[config.mk]
export PLATFORM = sky130hd
export DESIGN_NAME = seg_scan_driver
export DESIGN_NICKNAME = d
export VERILOG_FILES = /design/src/rtl/seg_scan_driver_pkg.sv /design/src/rtl/seg_hex_decode.sv /design/src/rtl/seg_scan_driver.sv
export SDC_FILE = /design/constraint.sdc
export NUM_CORES = 1
export LEC_CHECK = 0
export ABC_CLOCK_PERIOD_IN_PS = 3030
export CORE_UTILIZATION = 55
export DETAILED_ROUTE_END_ITERATION = 16
export MAX_ROUTING_LAYER = met4
export PLACE_DENSITY = 0.8
export SLEW_MARGIN = 15
export SYNTH_ARGS = -nofsm -noshare
export SYNTH_HDL_FRONTEND = slang
export SYNTH_SLANG_ARGS = --single-unit
[constraint.sdc]
create_clock -name clk -period 3.03 [get_ports clk]
set_input_delay 0.4545 -clock clk [delete_from_list [all_inputs] [get_ports clk]]
set_output_delay 0.4545 -clock clk [all_outputs]
set_load 0.01 [all_outputs]
[src/rtl/seg_scan_driver_pkg.sv]
// seg_scan_driver_pkg: shared 7-segment display types and hex glyph table
//   seg_t   : segment byte in output bit order {dp,g,f,e,d,c,b,a}, active-high
//   HEX_SEG : glyphs for nibbles 0..F as {g,f,e,d,c,b,a}, indexed by nibble value
package seg_scan_driver_pkg;
    localparam int DIGITS = 8;
    typedef struct packed {
        logic       dp;
        logic [6:0] gfedcba;
    } seg_t;
    localparam logic [15:0][6:0] HEX_SEG = {
        7'h71, 7'h79, 7'h5E, 7'h39, 7'h7C, 7'h77, 7'h6F, 7'h7F,
        7'h07, 7'h7D, 7'h6D, 7'h66, 7'h4F, 7'h5B, 7'h06, 7'h3F
    };
endpackage

[src/rtl/seg_hex_decode.sv]
// seg_hex_decode: combinational hex nibble to 7-segment glyph
//   nibble_i : hex digit 0..F
//   seg_o    : {g,f,e,d,c,b,a}, active-high
module seg_hex_decode
    import seg_scan_driver_pkg::*;
(
    input  logic [3:0] nibble_i,
    output logic [6:0] seg_o
);
    assign seg_o = HEX_SEG[nibble_i];
endmodule

[src/rtl/seg_scan_driver.sv]
// seg_scan_driver: multiplexed 8-digit hex display scanner with blanking and zero suppression
//   clk         : system clock
//   rst         : asynchronous active-low reset
//   display_num : eight hex digits, digit i at [4i+3:4i], latched once per frame
//   zero_blank  : leading-zero suppression enable, sampled live
//   an          : one-hot digit enable (or all-zero), registered
//   seg         : {dp,g,f,e,d,c,b,a}, registered, dp always 0
//   frame_done  : one-cycle pulse on the cycle the new frame word is latched
module seg_scan_driver
    import seg_scan_driver_pkg::*;
#(
    parameter int SCAN_DIV     = 100000,
    parameter int BLANK_CYCLES = 2000
) (
    input  logic               clk,
    input  logic               rst,
    input  logic [31:0]        display_num,
    input  logic               zero_blank,
    output logic [DIGITS-1:0]  an,
    output logic [7:0]         seg,
    output logic               frame_done
);
    localparam int PW = $clog2(SCAN_DIV);
    logic [PW-1:0]     p_q, p_d;
    logic [2:0]        k_q, k_d;
    logic [31:0]       shadow_q, shadow_d;
    logic [DIGITS-1:0] an_q, an_d;
    seg_t              seg_q, seg_d;
    logic [6:0]        dec;
    logic              wrap, lit;
    seg_hex_decode u_dec (
        .nibble_i (shadow_q[{k_q, 2'b00} +: 4]),
        .seg_o    (dec)
    );
    assign wrap       = p_q == PW'(SCAN_DIV - 1);
    assign frame_done = wrap && k_q == 3'd7;
    always_comb begin
        p_d      = wrap ? '0 : p_q + 1'b1;
        k_d      = wrap ? k_q + 3'd1 : k_q;
        shadow_d = frame_done ? display_num : shadow_q;
        // a digit is dark while blanking, or when it and every digit left of it is zero
        lit      = p_q >= PW'(BLANK_CYCLES) &&
                   !(zero_blank && k_q != 3'd0 && (shadow_q >> {k_q, 2'b00}) == 32'd0);
        an_d     = lit ? DIGITS'(1) << k_q : '0;
        seg_d    = lit ? seg_t'{dp: 1'b0, gfedcba: dec} : '0;
    end
    always_ff @(posedge clk or negedge rst) begin
        if (!rst) begin
            p_q      <= '0;
            k_q      <= '0;
            shadow_q <= '0;
            an_q     <= '0;
            seg_q    <= '0;
        end else begin
            p_q      <= p_d;
            k_q      <= k_d;
            shadow_q <= shadow_d;
            an_q     <= an_d;
            seg_q    <= seg_d;
        end
    end
    assign an  = an_q;
    assign seg = seg_q;
endmodule

==> results.cfg, run 1 <==
[layout]
final_nets = 478
multi_input_area_um2 = 1788
seq_area_um2 = 1677
fill_cells = 500
area_growth_syn_to_layout_pct = 20.26
fin_area_um2 = 4374
drive_gt1_share_pct = 11.75
antennaDiodeCount = 0

[sta]
fin_skew_ps = 7.244
setup_viol = 0
period_needed_ps = 2905
post-route-period-util_pct = 95.88
hold_violations = 0
finalSetupTns_ps = 0
fmax_mhz = 344.2
rsz0062_at_grt = false
drv_slew = 0
worstMarginPinSlew_ps = 924.7
setup_slack_ps = 124.9
max_slew_margin_pct = 38.35

[placed_design]
io_buffers = 50
pre_cts_ws_ps = 335.0
dp_hpwl_um = 5497
gp_congestion = 0.9225
dpl_cell_area_um2 = 4165

[routing]
totalWireLength_um = 7533
via_per_inst = 5.575
ant_nets = 0
wl_per_cell_um = 14.74
initialDrtViolationCount = 147
dr.pass1.iters = 5
drc = 0
via_count = 2849

[run_status]
status = finished, final reports clean

[die]
start_util_pct = 57.28
io_pins = 52
die-area_um2 = 6942
die_w_um = 83.32
fp-row-count = 29
core_um2 = 6350
die_h_um = 83.32

[clock_network]
postCtsSetupRepairBufs = 0
ctsResizeCount = 0
cts.sinks = 67
cts_hold_buf = 0
cts.path.max_buffers = 2
clk_pin_slew_worst_paths_ps = 70
root_buffer = clkbuf_8
htree_levels = 3
cts_tree = built
clkLatencyLatePin_ps = 340
cts_buffers = 9

[critical_path]
cp-end-kind = output pin
cp_max_fo = 5
cp-start-kind = flop
criticalPathCategory = reg2out
crit_required_ps = 2580
critPathArrivalTime_ps = 2450

[yosys]
ys_warn_count = 0
yosys.cell_types.count = 55
synth_area_leaders = dfrtp_1, nand2_1, ha_1
synth-edff-count = 0
synth_ff_type = dfrtp_1
synth_nets = 427
synth_area_um2 = 3637
syn_inst = 379
synth_top_area_share_pct = 46.10
async_flop_share_pct = 100.0
syn_area_per_cell_um2 = 9.597
ys_ff_latch = 67
yosysSeqAreaShare_pct = 46.10
yosysTopAreaCell = dfrtp_1

[grt]
grt_first_pass_wirelength_um = 13330
antenna_found_initial = 0
track_usage_pct = 24.87
grt_pass1_vias = 2808
grt_start_max_net_pins = 44
gr-total-overflow = 0

[power]
power_w = 0.001749
powerDensity_nw_per_um2 = 399.8
ir_worst_vdd_v = 0.0002800
p_leak_nw = 1.796

[min_path]
hp-class = in2async

[run]
cap_violations = 0
[layout make-up]
type | count | area share [%]
clock buffers | 13 | 3.404
clock inverters | 2 | 1.373
inverters | 13 | 1.116
multi-input cells | 281 | 40.88
flip-flops and latches | 67 | 38.33
well taps | 77 | 2.203
repair buffers | 58 | 12.70
[per-stage QoR]
| step | hold WS, ps | std cells | util, % |
|---|---|---|---|
| detailed placement | 460.2 | 496 | 65.60 |
| global route | 333.5 | 511 | 68.89 |
| floorplan | 158.9 | 379 | - |
| global placement | 456.8 | 496 | 65.60 |
| CTS | 279.6 | 511 | 68.89 |
| finish | 255.2 | 511 | 68.89 |
[registers in the layout (all words and copies together), names as in the netlist]
register,cells
an,8
k_q,3
p_q,17
seg,7
shadow_q,32
[path summary, 6_finish.rpt]
path / start / end / slack [ps] / depth (start not counted)
setup reg to reg: k_q[0] / seg[4] / 310 / 8
min in group clk: shadow_q[3] / shadow_q[3] / 480 / 2
setup / recovery: p_q[12] / frame_done / 120 / 4
hold reg to reg: shadow_q[3] / shadow_q[3] / 480 / 2
max in group asynchronous: rst / seg[3] / 2020 / 2
hold / removal: rst / shadow_q[26] / 260 / 1
[routing by layer]
| metal | vias to the layer above | part of all wire, % | global-route usage (%) |
|---|---|---|---|
| li1 | 1380 | - | - |
| met1 | 1361 | 45 | 31.76 |
| met2 | 98 | 49 | 39.49 |
| met3 | 10 | 5.0 | 5.070 |
| met4 | 0 | 1.2 | 9.091 |
| met5 | - | 0 | - |
[where the power goes]
part           switching [W]   total, W  internal (W)
combinational      0.0000229  0.0000622     0.0000393
clock               0.000310   0.000792      0.000483
sequential                 0   0.000894      0.000894
[cells in the final DEF (no fill, tap or decap), types with 6 or more instances in the layout]
master | Yosys | layout
dfrtp_1 | 67 | 67
inv_1 | 10 | 10
nand2_1 | 108 | 108
mux4_2 | 6 | 6
mux2i_1 | 10 | 10
ha_1 | 13 | 13
xor2_1 | 8 | 8
a21oi_1 | 7 | 7
nor2_1 | 25 | 25
buf_4 | 3 | 8
xnor2_1 | 8 | 8
clkbuf_8 | 0 | 10
nand3_1 | 13 | 13
clkdlybuf4s50_1 | 0 | 49
nor3_1 | 12 | 12
[worst max-delay path: stages (launching register included)]
cell	delay, ps
dfrtp_1	420
or4_1	610
nor4_1	290
and2_1	240
clkdlybuf4s50_1	570
[synthesized netlist by cell type (3+ instances only)]
cell type / instances
a211oi_2: 3
nor4_1: 5
a21oi_1: 7
mux2i_1: 10
inv_1: 10
and2_1: 5
nand3_1: 13
ha_1: 13
xor2_1: 8
nor3_1: 12
o22ai_1: 5
nor2b_1: 5
nor3_2: 3
nand4_1: 3
clkbuf_1: 5
buf_4: 3
nand2_1: 108
mux4_2: 6
a21oi_2: 5
o21ai_0: 4
dfrtp_1: 67
buf_2: 6
nor2_1: 25
xnor2_1: 8
[cell families (layout without fill, tap and decap cells)]
family                   after synthesis  count (layout)  share of synthesized area [%]
XOR/XNOR                              16              16                          3.853
AND/OR/NAND/NOR                      190             190                          23.39
adder cells (fa/ha/maj)               13              13                          4.472
other                                  1               1                         0.1031
buffers and inverters                 31              86                          4.747
AO/OA/AOI/OAI                         43              43                          10.18
multiplexers                          18              18                          7.155
flip-flops                            67              67                          46.10
(Power assumes the default switching activity.)
==> run 2, diff against run 1 <==
--- a/config.mk
+++ b/config.mk
@@ -5,11 +5,12 @@
 export SDC_FILE = /design/constraint.sdc
 export NUM_CORES = 1
 export LEC_CHECK = 0
-export ABC_CLOCK_PERIOD_IN_PS = 3030
-export CORE_UTILIZATION = 55
+export ABC_AREA = 0
+export ABC_CLOCK_PERIOD_IN_PS = 3600
+export CORE_UTILIZATION = 59
 export DETAILED_ROUTE_END_ITERATION = 16
 export MAX_ROUTING_LAYER = met4
-export PLACE_DENSITY = 0.8
+export PLACE_DENSITY = 0.85
 export SLEW_MARGIN = 15
 export SYNTH_ARGS = -nofsm -noshare
 export SYNTH_HDL_FRONTEND = slang
==> constraint.sdc (replaced) <==
create_clock -name clk -period 3.6 [get_ports clk]
set_input_delay 0.54 -clock clk [delete_from_list [all_inputs] [get_ports clk]]
set_output_delay 0.54 -clock clk [all_outputs]
set_load 0.01 [all_outputs]
==> run 2 against run 1 <==
- final area is 0.49% lower
- sequential power is 16% lower
- critical path type unchanged
- highest routed layer unchanged
- clock power is 18% lower
==> results.cfg, run 2 (synthesis results as in run 1) <==
[routing]
via_count = 2896
dr.pass1.iters = 4
ant_nets = 0
initialDrtViolationCount = 169
wl_per_cell_um = 15.22
totalWireLength_um = 7699
via_per_inst = 5.723
drc = 0

[clock_network]
cts_hold_buf = 0
cts_tree = built
clkLatencyLatePin_ps = 340
root_buffer = clkbuf_8
clk_pin_slew_worst_paths_ps = 70
htree_levels = 3
cts.path.max_buffers = 2
cts.sinks = 67
ctsResizeCount = 0
postCtsSetupRepairBufs = 0
cts_buffers = 9

[sta]
fmax_mhz = 335.2
post-route-period-util_pct = 82.87
drv_slew = 0
setup_viol = 0
finalSetupTns_ps = 0
max_slew_margin_pct = 45.31
worstMarginPinSlew_ps = 813.5
rsz0062_at_grt = false
hold_violations = 0
period_needed_ps = 2983
fin_skew_ps = 13.55

[die]
die_h_um = 80.52
core_um2 = 5921
io_pins = 52
die_w_um = 80.52
fp-row-count = 28
start_util_pct = 61.43
die-area_um2 = 6483

[grt]
grt_start_max_net_pins = 38
gr-total-overflow = 0
grt_pass1_vias = 2803
grt_first_pass_wirelength_um = 13050
track_usage_pct = 27.53
antenna_found_initial = 0

[placed_design]
gp_congestion = 0.9282
dp_hpwl_um = 5597
io_buffers = 50

[critical_path]
cp-end-kind = output pin
reg2regPathDepth = 7
cp_max_fo = 5
cp_slowest_cell = or4_1
crit_required_ps = 3060
reg2reg_from = k_q[1]
criticalPathCategory = reg2out
rr_endpoint = an[2]
reg2reg_slack_ps = 860
cp-start-kind = flop
cpPeakStageDelay_ps = 620
cp_cell_sequence = or4_1 > nor4_1 > and2_1 > clkdlybuf4s50_1
critPathArrivalTime_ps = 2440

[layout]
layout_commonest_cell = nand2_1
mostFrequentLayoutCells = nand2_1, dfrtp_1, clkdlybuf4s50_1
max_flop_register = shadow_q
fill_cells = 428
final_nets = 475
antennaDiodeCount = 0
largest_reg_flops = 32
drive_gt1_share_pct = 11.60
area_growth_syn_to_layout_pct = 19.68
utilization_pct = 73.52

[power]
ir_worst_vdd_v = 0.0002271
p_leak_nw = 1.785
powerDensity_nw_per_um2 = 334.3

[run]
cap_violations = 0

[run_status]
status = finished, final reports clean

[min_path]
hp-class = in2async
-- run 2: final cells by class --
cell class | instances | area (µm²) | area share, %
multi-input cells | 281 | 1788 | 41.07
flip-flops and latches | 67 | 1677 | 38.52
repair buffers | 55 | 533.0 | 12.24
clock buffers | 14 | 182.7 | 4.197
well taps | 75 | 93.84 | 2.156
inverters | 13 | 48.80 | 1.121
clock inverters | 1 | 30.03 | 0.6899
-- run 2: metrics by stage --
step	area (µm²)	power (W)	setup WS (ps)	instances	hold slack [ps]
after global placement	4140	0.0008185	1008	491	456.0
after floorplan	3637	0.0007687	1013	379	244.4
final	4353	0.001455	616.8	506	228.9
after detailed placement	4140	0.0008197	914.9	491	462.1
after global routing	4353	0.001501	499.3	506	282.0
after CTS	4353	0.001465	612.8	506	252.3
-- run 2: metal layers --
metal	global-route usage [%]	vias to the layer above	routed length (µm)
met1	34.84	1401	3335
met5	-	-	0
li1	-	1376	-
met3	5.341	14	397
met4	11.43	0	107
met2	43.39	105	3859
-- run 2: worst max-delay path, delay by kind of cell (launching register included) --
family	cells	cell delay, ps
and+or+nand+nor	3	1120
buffers and inverters	1	560
DFF	1	420
-- run 2: how the worst max path moves through the flow --
stage | startpoint | end | slack [ps] | depth (start not counted)
finish | p_q[12] | frame_done | 620 | 4
global route | k_q[0] | frame_done | 500 | 5
CTS | p_q[12] | frame_done | 610 | 4
detailed placement | k_q[1] | seg[4] | 910 | 7
global placement | p_q[12] | frame_done | 1010 | 4
floorplan | k_q[1] | seg[1] | 1010 | 9
-- run 2: power by group --
part	leakage, nW	internal, W	total, W	switching (W)
logic	0.922	0.0000324	0.0000515	0.0000191
clock network	0.109	0.000392	0.000651	0.000259
registers	0.755	0.000753	0.000753	0
